**src/rtl/pendigits_stream_frontend.sv**
```systemverilog
// rtl/pendigits_stream_frontend.sv - feature frame loader and result holder around a pen-digits classifier core
module pendigits_stream_frontend #(
  parameter int FEAT_CNT     = 16,
  parameter int FEAT_BITS    = 4,
  parameter int CLASS_CNT    = 10,
  parameter int INFER_CYCLES = 52
) (
  input  logic                           clk,
  input  logic                           rst,
  input  logic                           in_valid,
  output logic                           in_ready,
  input  logic [FEAT_BITS-1:0]           in_data,
  input  logic                           in_last,
  output logic [FEAT_CNT*FEAT_BITS-1:0]  features,
  input  logic [$clog2(CLASS_CNT)-1:0]   core_prediction,
  output logic                           out_valid,
  input  logic                           out_ready,
  output logic [$clog2(CLASS_CNT)-1:0]   out_class,
  output logic                           out_err
);

  localparam int IDX_W = (FEAT_CNT > 1) ? $clog2(FEAT_CNT) : 1;
  localparam int CNT_W = (INFER_CYCLES > 1) ? $clog2(INFER_CYCLES) : 1;
  localparam int CLS_W = $clog2(CLASS_CNT);
  localparam logic [IDX_W-1:0] LAST_IDX = IDX_W'(FEAT_CNT - 1);
  localparam logic [CNT_W-1:0] LAST_CNT = CNT_W'(INFER_CYCLES - 1);

  typedef enum logic [1:0] {
    LOAD  = 2'd0,
    DRAIN = 2'd1,
    RUN   = 2'd2,
    HOLD  = 2'd3
  } state_t;

  state_t                         state_q, state_d;
  logic [IDX_W-1:0]               beat_idx_q, beat_idx_d;
  logic [CNT_W-1:0]               run_cnt_q, run_cnt_d;
  logic [FEAT_CNT*FEAT_BITS-1:0]  features_q, features_d;
  logic [CLS_W-1:0]               out_class_q, out_class_d;
  logic                           err_q, err_d;
  logic                           in_hs;

  assign in_hs = in_valid & in_ready;

  always_ff @(posedge clk or negedge rst) begin
    if (!rst) begin
      state_q     <= LOAD;
      beat_idx_q  <= '0;
      run_cnt_q   <= '0;
      features_q  <= '0;
      out_class_q <= '0;
      err_q       <= 1'b0;
    end else begin
      state_q     <= state_d;
      beat_idx_q  <= beat_idx_d;
      run_cnt_q   <= run_cnt_d;
      features_q  <= features_d;
      out_class_q <= out_class_d;
      err_q       <= err_d;
    end
  end

  always_comb begin
    state_d = state_q;
    case (state_q)
      LOAD: begin
        if (in_hs) begin
          if (in_last) begin
            state_d = RUN;
          end else if (beat_idx_q == LAST_IDX) begin
            state_d = DRAIN;
          end
        end
      end
      DRAIN: begin
        if (in_hs && in_last) begin
          state_d = RUN;
        end
      end
      RUN: begin
        if (run_cnt_q == LAST_CNT) begin
          state_d = HOLD;
        end
      end
      HOLD: begin
        if (out_ready) begin
          state_d = LOAD;
        end
      end
      default: state_d = LOAD;
    endcase
  end

  // Beat index stops at the last slot; overlong frames fall through to DRAIN instead of wrapping.
  always_comb begin
    beat_idx_d  = beat_idx_q;
    run_cnt_d   = run_cnt_q;
    features_d  = features_q;
    out_class_d = out_class_q;
    err_d       = err_q;
    case (state_q)
      LOAD: begin
        if (in_hs) begin
          features_d[int'(beat_idx_q)*FEAT_BITS +: FEAT_BITS] = in_data;
          if (in_last) begin
            err_d = (beat_idx_q != LAST_IDX);
          end else if (beat_idx_q == LAST_IDX) begin
            err_d = 1'b1;
          end else begin
            beat_idx_d = beat_idx_q + IDX_W'(1);
          end
        end
      end
      RUN: begin
        if (run_cnt_q == LAST_CNT) begin
          run_cnt_d   = '0;
          out_class_d = core_prediction;
        end else begin
          run_cnt_d = run_cnt_q + CNT_W'(1);
        end
      end
      HOLD: begin
        if (out_ready) begin
          beat_idx_d = '0;
          err_d      = 1'b0;
        end
      end
      default: ;
    endcase
  end

  always_comb begin
    in_ready  = (state_q == LOAD) || (state_q == DRAIN);
    out_valid = (state_q == HOLD);
    features  = features_q;
    out_class = out_class_q;
    out_err   = err_q;
  end

endmodule

```
**config.mk**
```make
export PLATFORM = sky130hd
export DESIGN_NAME = pendigits_stream_frontend
export DESIGN_NICKNAME = d
export VERILOG_FILES = /design/src/rtl/pendigits_stream_frontend.sv
export SDC_FILE = /design/constraint.sdc
export NUM_CORES = 1
export LEC_CHECK = 0
export CELL_PAD_IN_SITES_DETAIL_PLACEMENT = 0
export CELL_PAD_IN_SITES_GLOBAL_PLACEMENT = 1
export CORE_MARGIN = 2
export CORE_UTILIZATION = 40
export CTS_CLUSTER_SIZE = 12
export DETAILED_ROUTE_END_ITERATION = 12
export GPL_TIMING_DRIVEN = 1
export PLACE_DENSITY = 0.81
export SETUP_SLACK_MARGIN = 0.5
export SLEW_MARGIN = 40
export SYNTH_ARGS = -nofsm -noshare
export SYNTH_HDL_FRONTEND = slang
export SYNTH_SLANG_ARGS = --single-unit
```
**constraint.sdc**
```tcl
create_clock -name clk -period 3.1 [get_ports clk]
set_input_delay 0.62 -clock clk [delete_from_list [all_inputs] [get_ports clk]]
set_output_delay 0.62 -clock clk [all_outputs]
set_load 0.01 [all_outputs]
```
Yosys cells after proc, flatten, opt, wreduce, memory -nomap -nowiden
Cells that the tools add are included.
{"block": "word_totals", "out_inout_bits": 71, "ff_bits": 81, "input_bits": 13}
{"block": "classes", "eq_ne": 13, "bitwise_logic": 1, "shifts": 2, "add_sub_neg": 3, "n_reduce_logical": 9, "n_mux": 19}
{"cell": "$bwmux 64", "n": 1}
{"cell": "$shift 4x33->64 const A", "n": 1}
{"cell": "$shiftx 4x33->64", "n": 1}
{"cell": "$neg 6->33", "n": 1}
{"cell": "$mux 4", "n": 4}
{"cell": "$mux 2", "n": 6}
{"cell": "$ne 2x2->1 const B", "n": 5}
{"cell": "$reduce_and 5->1", "n": 2}
{"cell": "$pmux 2 s4", "n": 1}
{"cell": "$pmux 4 s2", "n": 1}
{"cell": "$add 6x1->6 const B", "n": 1}
{"cell": "$eq 6x6->1 const B", "n": 1}
{"cell": "$mux 6", "n": 1}
{"cell": "$add 4x1->4 const B", "n": 1}
{"cell": "$eq 2x2->1 const B", "n": 2}
{"cell": "$eq 4x4->1 const B", "n": 1}
{"cell": "$mux 1", "n": 4}
{"cell": "$ne 4x4->1 const B", "n": 1}
{"cell": "$reduce_and 2->1", "n": 2}
{"cell": "$reduce_and 4->1", "n": 1}
{"cell": "$ne 3x3->1 const B", "n": 1}
{"cell": "$eq 2x1->1 const B", "n": 1}
{"cell": "$logic_not 2->1", "n": 1}
{"cell": "$ne 2x1->1 const B", "n": 1}
{"cell": "5 further kinds", "n": 5}

Depth between registers and ports, before layout
{"block": "logic_depth", "ltp_word": 6, "mapped_depth": 7, "depth_no_buf": 6}

Worst setup path before layout
Ideal clock, no wire load.
{"block": "synth_path", "path_type": "reg2reg", "start": "register beat_idx_q[0]", "end": "register features_q[56], in the netlist features[56]", "required_time_ns": 2.975, "setup_ns": 0.125, "setup_slack_ns": 0.850, "stages_incl_launch_ff": 8, "path_buffers": 1, "t_arrival_ns": 2.125, "cell_sequence": "dfrtp_1 clkbuf_1 nor3_1 ha_1 and3b_1 o21ai_0 nor2_1 mux2_2"}
{"block": "synth_via", "elab_chain_cells": 3}
{"element": "start: declaration", "line_no": "36", "rtl": "logic [IDX_W-1:0] beat_idx_q, beat_idx_d;"}
{"element": "start signal: assignment", "line_no": "55", "rtl": "beat_idx_q <= beat_idx_d;"}
{"element": "$neg 6->33 *", "line_no": "104", "rtl": "features_d[int'(beat_idx_q)*FEAT_BITS +: FEAT_BITS] = in_data;"}
{"element": "$shiftx 4x33->64 / $shift 4x33->64 (equally long branches)", "line_no": "104"}
{"element": "$bwmux 64 *", "line_no": "104"}
{"element": "end signal: assignment", "line_no": "57", "rtl": "features_q <= features_d;"}
{"element": "end: declaration", "line_no": "38", "rtl": "logic [FEAT_CNT*FEAT_BITS-1:0] features_q, features_d;"}
Mark *: on every way between the ends. The rest lies on a longest branch, timed or not.
A chain may end at the register's enable or synchronous reset.

Worst setup path in the final report
{"block": "layout_path", "start": "register beat_idx_q[1]", "end": "register features_q[6], in the netlist features[6]"}
Same word-level chain as after synthesis.

==> flow_summary.yaml <==
layout:
  antenna_cells: 0
  fin_area_um2: 4900
  final_nets: 408
  syn_to_final_growth_pct: 32.9
  drive_gt1_share_pct: 21.8
worst_setup_path:
  r2r_cells: 6
  crit_path_end_kind: "flip-flop"
  crit_arrival_ps: 2730
  cp.required_ps: 3330
  critPathCapture: "features[6]"
  rr_endpoint: "features[6]"
  crit_path_start: "beat_idx_q[1]"
  critPathLaunchType: "flip-flop"
  crit_type: "reg -> reg"
  path_max_fanout: 8
  rrSetupSlack_ps: 600
  r2r-start: "beat_idx_q[1]"
die:
  die-area_um2: 10000
  start_util_pct: 40.5
  die_w_um: 100
  die_height_um: 100
  ios: 84
  rows: 35
  coreArea_um2: 9110
clock_tree:
  clk_pin_slew_ps: 90
  cts_buffers: 9
  clk_path_buf_depth: 2
  cts_tree: "done"
  postCtsHoldBufs: 0
  htree_num_levels: 3
  clock-sinks: 81
  clockRootBuffer: "clkbuf_8"
  clock_latency_ps: 350
timing:
  fmax_mhz: 400
  setup_viol: 0
  relSlewSlack_pct: 65.7
  slew_violations: 0
  fin_skew_ps: 9.69
  layout_min_cycle_time_ps: 2500
  rsz0062_at_grt: "no"
  finalCritPeriodShare_pct: 80.6
  fin_tns_setup_ps: 0
  tightest_slew_ps: 515
  whs_ps: 148
  hold_viol_final: 0
global_routing:
  overflow: 0
  grt_start_max_net_pins: 82
  grtUsageTotal_pct: 17.5
  grt_pass1_wl_mm: 13.5
  grt_pass1_vias: 2614
  antenna_found_initial: 0
logic_synthesis:
  yosysSeqAreaShare_pct: 55.0
  async_flop_share_pct: 100
  syn_nets: 316
  avgSynthCellArea_um2: 12.5
  synth.top_cells.by_area: "dfrtp_1 55%, mux2_2 16%, mux2_1 4.0%, ha_1 3.1%, nand2_1 2.5%"
  yosysUniqueCellTypes: 47
  syn_area_um2: 3690
  synth_top_area_share_pct: 55.0
  yosys_register_bits: 81
  synthCells: 294
  yosysTopAreaCell: "dfrtp_1"
  synth-edff-count: 0
  yosysWarnings: 0
  ys.flop_type: "dfrtp_1"
place:
  dp_hpwl_mm: 5.89
  gp_routability_congestion: 0.788
  io_buffers: 83
  placed_area_um2: 4650
detailed_routing:
  routed_wl_mm: 8.09
  first_pass_iters: 4
  wl_per_cell_um: 16.2
  postRouteAntennaNets: 0
  viasPerCell: 5.16
  route.vias.total: 2587
  drt_iter0_drc: 107
  drc: 0
power_and_ir_drop:
  ir_worst_vdd_v: 0.000442
  finalPower_uw: 4470
  power_leakage_uw: 0.00225
  power_density_nw_per_um2: 912
flow_run:
  drv_cap: 0
outcome:
  outcome: "complete, no violations"
worst_hold_path:
  min_path_type: "in -> async"
==> worst min path at each step <==
stage          cells after the start    startpoint             to  slack, ps
3_3_place_gp                       2   features[2]    features[2]        460
4_1_cts                            1           rst   out_class[0]        320
6_report                           1           rst   out_class[2]        150
5_1_grt                            1           rst   run_cnt_q[5]        160
3_5_place_dp                       1  features[20]   features[20]        470
2_1_floorplan                      0           rst  beat_idx_q[0]        320
==> sequential cells by signal, indices dropped and copies added, names as in the netlist <==
signal and count:
beat_idx_q 4, state_q 2, out_class 4, features 64, out_err 1, run_cnt_q 6
==> kinds of logic (layout without fill, tap and decap cells) <==
| family | count (synthesis) | in the layout | synth area share [%] |
|---|---|---|---|
| AND/OR/NAND/NOR | 91 | 91 | 13.6 |
| multiplexers | 69 | 69 | 20.9 |
| AO/OA/AOI/OAI | 25 | 25 | 4.89 |
| XOR/XNOR | 4 | 4 | 0.950 |
| adder cells (fa/ha/maj) | 9 | 9 | 3.05 |
| flip-flops | 81 | 81 | 55.0 |
| buffers and inverters | 15 | 111 | 1.56 |
==> layout make-up <==
class	count	area (um2)
clock inverters	6	90.1
well taps	111	139
multi-input cells	198	1610
fillers	796	4210
repair buffers	86	875
inverters	10	37.5
clock buffers	9	124
flip-flops and latches	81	2030
==> cell usage in the layout (no fill, tap or decap), types with 4 or more instances in the layout <==
master | netlist | layout
clkdlybuf4s50_1 | 0 | 82
and2_1 | 9 | 9
nor2_1 | 16 | 16
dfrtp_1 | 81 | 81
nor3_1 | 5 | 5
clkbuf_8 | 0 | 9
mux2_2 | 52 | 52
mux2i_1 | 4 | 4
mux2_1 | 13 | 13
ha_1 | 9 | 7
o21ai_0 | 8 | 8
nand2_1 | 25 | 25
and3_1 | 6 | 6
inv_1 | 8 | 8
==> synth_stat cells, drive strengths merged (2+ instances only) <==
library cell	n
a21oi	3
a221o	3
and2	12
and3	6
and3b	2
clkbuf	4
dfrtp	81
ha	9
inv	10
mux2	65
mux2i	4
nand2	25
nand2b	3
nand3	2
nor2	20
nor3	5
nor3b	3
nor4	3
o21ai	8
o22ai	2
or2	2
xnor2	3
==> metrics by stage <==
stage               utilization [%]  cells  worst slack, ps
floorplan                         -    294              850
global placement               51.0    485              596
detailed placement             51.1    485              600
CTS                            53.4    500              548
global route                   53.8    501              519
finish                         53.8    501              600
==> timing repair <==
action | CTS | global route
resized for setup | 0 | 2
setup buffers | 0 | 0
setup endpoints to repair | 0 | 6
endpoints found under the hold margin | 0 | 0
==> worst max-delay path: stages, from the launching register on <==
cell     delay [ps]
dfrtp_1         510
inv_1           110
ha_2            430
inv_2            90
or4_4           600
nor2_2          260
mux2_2          380
==> per-layer routing <==
metal	share of wire, %	GRT usage (%)
met1	49	25.0
met2	46	26.5
met3	4.7	4.04
met4	1.1	5.69
met5	0	0
==> power breakdown <==
group | internal [uW] | leakage (uW) | switching, uW | total (uW)
logic | 1040 | 0.00106 | 925 | 1970
clock network | 454 | 0.000106 | 398 | 851
registers | 1390 | 0.00109 | 264 | 1650
total | 2880 | 0.00225 | 1590 | 4470
(Power assumes the default switching activity.)
